## config.mk

```make
export PLATFORM = sky130hd
export DESIGN_NAME = mod_counter
export DESIGN_NICKNAME = d
export VERILOG_FILES = /design/src/rtl/mod_counter.sv
export SDC_FILE = /design/constraint.sdc
export NUM_CORES = 1
export LEC_CHECK = 0
export ABC_AREA = 1
export CORE_ASPECT_RATIO = 0.9
export CORE_UTILIZATION = 42
export DETAILED_ROUTE_END_ITERATION = 16
export HOLD_SLACK_MARGIN = 0.03
export PLACE_DENSITY = 0.7
export REMOVE_ABC_BUFFERS = 1
export SKIP_CTS_REPAIR_TIMING = 1
export SKIP_LAST_GASP = 1
export SLEW_MARGIN = 15
export SYNTH_ARGS = -nofsm -noshare
export SYNTH_HDL_FRONTEND = slang
export SYNTH_SLANG_ARGS = --single-unit
```

## constraint.sdc

```tcl
create_clock -name clk -period 1.46 [get_ports clk]
set_input_delay 0.292 -clock clk [delete_from_list [all_inputs] [get_ports clk]]
set_output_delay 0.292 -clock clk [all_outputs]
set_load 0.05 [all_outputs]
```

## src/rtl/mod_counter.sv

```systemverilog
// mod_counter: modulo-MODULUS up/down counter with wrap or one-shot (stop at terminal) mode.
// Define MOD_COUNTER_WRAPCNT_EN to add the saturating terminal-event counter on port wraps.
module mod_counter #(
   parameter int WIDTH   = 6,
   parameter int MODULUS = 53
) (
   input  logic             clk,
   input  logic             reset,
   input  logic             en,
   input  logic             clr,
   input  logic             load,
   input  logic [WIDTH-1:0] load_val,
   input  logic             up,
   input  logic             oneshot,
   output logic [WIDTH-1:0] cnt,
   output logic             z,
`ifdef MOD_COUNTER_WRAPCNT_EN
   output logic [7:0]       wraps,
`endif
   output logic             busy
);

   localparam logic [WIDTH-1:0] MAX = WIDTH'(MODULUS - 1);

   typedef enum logic {RUN, DONE} state_t;

   state_t           state;
   logic             terminal;
   logic             term_event;
   logic [WIDTH-1:0] load_clamped;

   // Direction is sampled every edge, so the terminal value follows up immediately.
   always_comb begin
      terminal     = up ? (cnt == MAX) : (cnt == '0);
      term_event   = !clr && !load && (state == RUN) && en && terminal;
      load_clamped = (load_val > MAX) ? MAX : load_val;
   end

   assign busy = (state == RUN);

   // NOTE: sequential state uses non-blocking assignments so every register
   // samples pre-edge values; blocking here would create order-dependent races.
   always_ff @(posedge clk or posedge reset) begin
      if (reset) begin
         state <= RUN;
         cnt   <= '0;
         z     <= 1'b0;
      end else begin
         z <= term_event;
         if (clr) begin
            state <= RUN;
            cnt   <= '0;
         end else if (load) begin
            state <= RUN;
            cnt   <= load_clamped;
         end else if (state == RUN && en) begin
            if (!terminal) begin
               cnt <= up ? cnt + WIDTH'(1) : cnt - WIDTH'(1);
            end else if (oneshot) begin
               state <= DONE;
            end else begin
               cnt <= up ? '0 : MAX;
            end
         end
      end
   end

`ifdef MOD_COUNTER_WRAPCNT_EN
   // Counts terminal events (one per z pulse); load deliberately leaves it alone.
   always_ff @(posedge clk or posedge reset) begin
      if (reset) begin
         wraps <= '0;
      end else if (clr) begin
         wraps <= '0;
      end else if (term_event && wraps != 8'hFF) begin
         wraps <= wraps + 8'd1;
      end
   end
`endif

endmodule
```

Word-level counts from Yosys, hierarchy flattened
Index checks and enable logic that the tools add are counted.

operators by class
  add/sub/neg operators = 2
  $lt $le $gt $ge = 1
  eq/ne operators = 2
  mux-type cells = 14
  bitwise gates (word level) = 1
  reduce and logical (&&, ||, !) cells = 13

operators with widths
  cell                   number
  $mux W6                8
  $reduce_bool A3 Y1     3
  $add A6 B1 Y6 const B  1
  $eq A6 B6 Y1 const B   1
  $gt A6 B6 Y1 const B   1
  $logic_not A6 Y1       1
  $mux W1                6
  $sub A6 B1 Y6 const B  1
  $logic_and A1 B1 Y1    5
  $ne A4 B4 Y1 const B   1
  $reduce_and A3 Y1      1
  $logic_not A1 Y1       2
  $reduce_and A2 Y1      1
  $not A1 Y1             1

word-level totals
  bits in registers = 8
  bits of input ports = 13
  output and inout port bits = 8

Depth between registers and ports, before layout
Gate-level depths: netlist of run 1.

  depth in word-level cells = 6
  mapped depth = 12
  mapped depth without buffers = 12

Worst setup path before layout of run 1
Ideal clock, no wire load.

  path type = register -> register
  start point = reg cnt[0]
  end point = reg cnt[4]
  setup time = 0.118 ns
  data arrival time = 1.805 ns
  data required time = 1.342 ns
  path slack = -0.463 ns
  stages on the path, launching flop included = 10
  buffers on the path = 0
  period minus slack after synthesis = 1.923 ns
  path through = dfrtp_1 -> inv_1 -> fa_1 -> nand3b_1 -> nand3_1 -> nand2_1 -> o21ai_0 -> nand2_1 -> nand2_1 -> nand2_1

between the ends
  longest elaborated chain between the ends = 6

ends and longest elaborated chain
  item                                       RTL line  text
  start, declared                            15        output logic [WIDTH-1:0] cnt,
  start signal, assigned                     55        cnt <= load_clamped;
  start signal, assigned                     58        cnt <= up ? cnt + WIDTH'(1) : cnt - WIDTH'(1);
  start signal, assigned                     62        cnt <= up ? '0 : MAX;
  $sub A6 B1 Y6 (tied with other cells)      58
  $mux W6 / $mux W1 (equally long branches)  58, 34
  $mux W6                                    57        if (!terminal) begin
  $mux W6                                    56        end else if (state == RUN && en) begin
  $mux W6                                    53        end else if (load) begin
  $mux W6                                    50        if (clr) begin

Several ways; a longest one is shown, not always the timed one. The select of a mux whose other input is x is not followed.
A chain may end at the register's enable or synchronous reset.

Worst setup path in the final report of run 1
  start point = reg cnt[1]
  end point = reg cnt[4]

The elaborated chain is that of the path after synthesis.

==> results of run 1 <==
[cells in the final DEF, fill, tap and decap left out, types with 2 or more instances in the layout]
master	Yosys	layout
nand2_2	3	8
o21ai_2	1	2
buf_4	0	15
nand2_1	37	29
o21ai_0	6	3
nand2_4	1	5
nor2_1	9	7
o21ai_1	0	2
inv_1	17	15
nand3_1	9	3
inv_2	0	2
a21oi_1	7	6
buf_12	0	8
clkbuf_4	0	3
nand3_2	1	6
ha_4	0	3
nor2_4	0	2
dfrtp_1	8	8
clkdlybuf4s50_1	0	11
nand3b_1	3	3
[logic make-up after synthesis]
family / Yosys count / synth area share
AND/OR/NAND/NOR: 66 / 0.408
buffers and inverters: 17 / 0.0856
AO/OA/AOI/OAI: 15 / 0.121
flip-flops: 8 / 0.268
adder cells (fa/ha/maj): 5 / 0.0940
XOR/XNOR: 2 / 0.0235
[power groups by stage]
stage / clock network [mW] / registers (mW) / logic, mW
floorplan: 0 / 0.376 / 0.281
global placement: 0 / 0.276 / 0.664
detailed placement: 0 / 0.277 / 0.672
CTS: 0.176 / 0.273 / 0.674
global route: 0.189 / 0.284 / 0.918
finish: 0.171 / 0.282 / 0.855
[layout make-up]
| type | instances | area, um^2 | area share |
|---|---|---|---|
| clock buffers | 3 | 22.5 | 0.0167 |
| flip-flops and latches | 8 | 200 | 0.148 |
| repair buffers | 36 | 399 | 0.295 |
| multi-input cells | 89 | 637 | 0.471 |
| well taps | 24 | 30.0 | 0.0222 |
| inverters | 17 | 63.8 | 0.0472 |
[routing by layer]
layer	global-route usage	share of wire	vias up
li1	-	-	449
met1	0.290	0.43	414
met2	0.333	0.48	48
met3	0.0647	0.076	6
met4	0.0824	0.016	0
met5	0	0	-
[sequential cells by signal, indices dropped and copies added (netlist names)]
signal	flops
cnt	6
state	1
z	1
[worst max-delay path by stage]
stage,from,end,slack (ns),depth (start not counted)
after floorplan,cnt[0]$_DFFE_PP0P_,cnt[4]$_DFFE_PP0P_,-0.46,9
after global placement,up,cnt[5]$_DFFE_PP0P_,-0.59,13
after detailed placement,up,cnt[5]$_DFFE_PP0P_,-0.61,13
after CTS,up,cnt[5]$_DFFE_PP0P_,-0.35,13
after global routing,cnt[1]$_DFFE_PP0P_,cnt[4]$_DFFE_PP0P_,-0.26,9
final,cnt[1]$_DFFE_PP0P_,cnt[4]$_DFFE_PP0P_,-0.13,9
[worst max-delay path, cell delays in order (launching register included)]
cell	delay (ns)
dfrtp_1	0.38
inv_2	0.06
fa_2	0.36
nand3b_1	0.19
nand3_1	0.09
nand2_1	0.06
o21ai_1	0.13
nand2_1	0.09
nand2_1	0.07
nand2_1	0.04
[through the flow]
| stage | setup slack (ns) | util | instance area [um^2] |
|---|---|---|---|
| 4_1_cts | -0.350 | 0.702 | 1170 |
| 3_5_place_dp | -0.611 | 0.689 | 1150 |
| 2_1_floorplan | -0.463 | - | 746 |
| 3_3_place_gp | -0.587 | 0.689 | 1150 |
| 6_report | -0.131 | 0.813 | 1350 |
| 5_1_grt | -0.257 | 0.813 | 1350 |
[synthesized netlist by cell type]
library cell	instances
dfrtp_1	8
nand3_1	9
nor2_1	9
nand3_2	1
nand3b_1	3
a21oi_4	1
nand2_1	37
o21ai_2	1
xor2_1	1
xnor2_1	1
nand2_2	3
a21oi_1	7
nand2_4	1
fa_1	1
inv_1	17
ha_1	4
nand4_2	1
nand4_1	1
o21ai_0	6
nor3_1	1
==> metrics.txt, run 1 <==
status=complete, but fails checks; failing checks=negative setup slack; clk sinks=8; worst reg2reg path depth=9; cts bufs inserted=3; worst vdd ir=0.726 mV; setup TNS=-0.249 ns; Syn Std Cell Area=746 um^2; placer congestion estimate=0.774; clock tree buffer depth=2; Synth area leaders=dfrtp_1, nand2_1, inv_1; placed cell count=169; Net Sw Frac=0.439; Leak=0.666 nW; internal power=734 uW; Seq cells post-synth=8; Initial Utilization=0.448; CP Capture Type=flip-flop; RSZ-0062 raised after global routing=true; pin count of the biggest net entering global routing=11; post-route ant nets=0; I/O pins=21; worst-path maximum fanout=2; Final Hold Violating Endpoints=0; final routed DRC violation total=0; Initial DRC Count=39; reg-to-reg endpoint=cnt[4]$_DFFE_PP0P_; startpoint types=flip-flop; Syn Inst Count=113; DR vias=917; Vias/cell=5.18; post-route minimum period=1.59 ns; Final Net Count=173; Clock Power Share=0.131; TritonCTS clock tree=yes; Crit Path Category=reg -> reg; Fin Hold WS=0.276 ns; vias in the first global route=777; clock skew=0.00621 ns; die area=0.00195 mm^2; FILL cells=100; Area growth syn-to-layout=81.4%; # setup viols final=3; initial antenna violation count=0; num rows=14; hpwl dp=1520 um; drt total wl=2350 um; unique cell type count in the Yosys netlist=20; area share of the largest cell type after synthesis=0.268; fin crit share=1.09; Pre-antenna DRT Iters=4; clock root buffer=clkbuf_4; slack of the critical path=-0.131 ns; logic gate share of total power=0.653; Fmax achieved=0.629 GHz; Die Y=42.0 um; worst min path class=in -> async; syn avg cell area=6.60 um^2; sequential share of the synthesized area=0.268; global route overflow=0; Syn. warnings=0; Psw=575 uW; Reg-to-Reg Start=cnt[1]$_DFFE_PP0P_; Tightest Pin Transition=0.319 ns; sequential share of power=0.216; clk slew on worst S/H paths=0.05 ns; Slew HR=0.786; Die Span X=46.4 um; max-cap check violation count=0; Wirelength per Cell=13.3 um; htree depth=1; total power=1.31 mW; # diodes=0; Buffers on Ports=20; Final Max Slew Viols=0; share of cells above drive strength 1=0.399; total track usage=0.220; first-pass GRT wire length=3110 um; Worst Path Required=1.61 ns; Worst-Skew Late Latency=0.26 ns; pwr dens=967 mW/mm^2; r2r setup slk=-0.13 ns; core area=0.00166 mm^2; final instance count without filler cells=177; CP arrival=1.74 ns; Synth area leader=dfrtp_1
Power figures use the tool's default switching activity.
==> run 2, diff against run 1 <==
--- a/config.mk
+++ b/config.mk
@@ -6,11 +6,13 @@
 export NUM_CORES = 1
 export LEC_CHECK = 0
 export ABC_AREA = 1
+export CELL_PAD_IN_SITES_DETAIL_PLACEMENT = 0
+export CELL_PAD_IN_SITES_GLOBAL_PLACEMENT = 1
 export CORE_ASPECT_RATIO = 0.9
-export CORE_UTILIZATION = 42
+export CORE_UTILIZATION = 29
 export DETAILED_ROUTE_END_ITERATION = 16
 export HOLD_SLACK_MARGIN = 0.03
-export PLACE_DENSITY = 0.7
+export PLACE_DENSITY = 0.84
 export REMOVE_ABC_BUFFERS = 1
 export SKIP_CTS_REPAIR_TIMING = 1
 export SKIP_LAST_GASP = 1
==> run 2 against run 1 <==
Compared with the run above:
- the run still ends with negative setup slack left
- count of clock-buffer cells in the layout unchanged
- register-to-register slack gained 0.12 ns
- first-iteration DRC count up 21%
==> metrics.txt, run 2 (synthesized netlist as in run 1, its figures left out) <==
drt total wl=1850 um (-21%); CP max stage cell=dfrtp_1; Vias/cell=4.52 (-13%); TritonCTS clock tree=yes; CP delay by family, top=simple AND/OR/NAND/NOR gates; Crit Path Category=reg -> reg; Tightest Pin Transition=0.317 ns (-0.00183 ns); leading cell types in the layout, fill and taps excluded=nand2_1, inv_1, buf_4; global route overflow=0 (unchanged); Die Span X=55.5 um (+19%); clock tree buffer depth=2 (unchanged); first-pass GRT wire length=3010 um (-3.3%); Initial Utilization=0.305 (-0.143); Initial DRC Count=47 (+21%); Wirelength per Cell=10.3 um (-22%); worst vdd ir=0.419 mV (-42%); initial antenna violation count=0 (unchanged); max reg flops=6 (unchanged); FILL cells=232 (+130%); # setup viols final=4 (+1); placer congestion estimate=0.837 (+8.2%); WP buf/inv=1 (unchanged); Final Max Slew Viols=0 (unchanged); Pre-antenna DRT Iters=4 (unchanged); slack of the critical path=-0.0136 ns (+0.118 ns); clock skew=0.00858 ns (+0.00236 ns); startpoint types=flip-flop; # diodes=0 (unchanged); fin crit share=1.01 (-0.0805); clk slew on worst S/H paths=0.06 ns (about the same); cts bufs inserted=3 (unchanged); post-route ant nets=0 (unchanged); clock root buffer=clkbuf_4; CP arrival=1.62 ns (-0.12 ns); hpwl dp=1530 um (+0.51%); num rows=17 (+3); status=complete, but fails checks; Worst path most repeated cell=nand2_1; htree depth=1 (unchanged); clk sinks=8 (unchanged); Area growth syn-to-layout=69.8%; commonest non-fill, non-tap cell in the layout=nand2_1; post-place setup slack=-0.584 ns (+0.0263 ns); Worst Path Required=1.61 ns (about the same); critical path, cell by cell=buf_6 -> nor2_1 -> nand2_1 -> a21oi_4 -> nand4_2 -> nand2_4 -> nor2_1 -> nand2_1 -> nand2_1; DR vias=814 (-11%); Leak=0.640 nW (-3.9%); CP Capture Type=flip-flop; fin util=0.518 (-0.295); die area=0.00278 mm^2 (+43%); post-route minimum period=1.47 ns (-0.118 ns); worst-path maximum fanout=10 (+8); worst min path class=in -> async; Buffers on Ports=20 (unchanged); share of cells above drive strength 1=0.289 (-0.109); vias in the first global route=743 (-4.4%); Regs by FF count=cnt x6, state x1, z x1; RSZ-0062 raised after global routing=true; Worst-Skew Late Latency=0.25 ns (about the same); Die Y=50.1 um (+19%); pin count of the biggest net entering global routing=11 (unchanged); failing checks=negative setup slack; Final Net Count=172 (-0.58%); max-cap check violation count=0 (unchanged); core area=0.00245 mm^2 (+47%); Fmax achieved=0.679 GHz (+8.0%); pwr dens=937 mW/mm^2 (-3.2%); crit-path max cell delay=0.38 ns (about the same); I/O pins=21 (unchanged); total track usage=0.138 (-0.0821); final routed DRC violation total=0 (unchanged); largest register by flop count=cnt; Final Hold Violating Endpoints=0 (unchanged); Slew HR=0.788 (+0.00177)
run 2: changes by cell type in the layout (fill, tap and decap cells not counted), sizes merged:
cell and change:
clkbuf -1, dlymetal6s2s +1, nand2 -1
run 2: power breakdown:
part / internal, mW / switching [mW]
clock network: 0.0938 / 0.0707
registers: 0.249 / 0.0269
logic: 0.353 / 0.393
run 2: layout make-up:
cell class	instances	area (um^2)	share of cell area
clock buffers	3	22.5	0.0178
inverters	17	63.8	0.0504
multi-input cells	88	538	0.425
flip-flops and latches	8	200	0.158
well taps	28	35.0	0.0277
repair buffers	36	407	0.321
run 2: through the flow:
stage	power [mW]	hold slack, ns	TNS [ns]	instances	instance area, um^2
after floorplan	0.657	0.108	-1.54	113	746
after global placement	0.964	0.556	-3.20	176	1170
after detailed placement	0.969	0.567	-3.38	176	1170
after CTS	1.14	0.299	-1.46	179	1200
after global routing	1.29	0.317	-0.695	180	1270
final	1.19	0.292	-0.0428	180	1270
run 2: worst paths after layout:
check                      slack, ns                  to  depth (start not counted)                from
setup / recovery               -0.01  cnt[4]$_DFFE_PP0P_                          9  cnt[1]$_DFFE_PP0P_
max in group asynchronous       0.92   state$_DFFE_PP0P_                          2               reset
setup reg to reg               -0.01  cnt[4]$_DFFE_PP0P_                          9  cnt[1]$_DFFE_PP0P_
hold reg to reg                 0.57         z$_DFF_PP0_                          3   state$_DFFE_PP0P_
hold / removal                  0.29  cnt[4]$_DFFE_PP0P_                          2               reset
min in group clk                0.57         z$_DFF_PP0_                          3   state$_DFFE_PP0P_
run 2: layer usage:
layer	GRT usage	routed length, um	vias up
met2	0.219	857	18
met1	0.193	932	355
met3	0	64	0
li1	-	-	441
met5	0	0	-
met4	0.0750	0	0
run 2: worst register-to-register path: cells and delay by family (launching register included):
kind | cells | cell delay (ns)
and+or+nand+nor | 7 | 0.66
DFF | 1 | 0.38
AOI/OAI and AO/OA | 1 | 0.20
buffers and inverters | 1 | 0.13
==> run 3, diff against run 2 <==
--- a/config.mk
+++ b/config.mk
@@ -6,6 +6,7 @@
 export NUM_CORES = 1
 export LEC_CHECK = 0
 export ABC_AREA = 1
+export CAP_MARGIN = 10
 export CELL_PAD_IN_SITES_DETAIL_PLACEMENT = 0
 export CELL_PAD_IN_SITES_GLOBAL_PLACEMENT = 1
 export CORE_ASPECT_RATIO = 0.9
==> results of run 3 <==
Same layout as run 2: the final DEF is identical, and so are final timing and power.
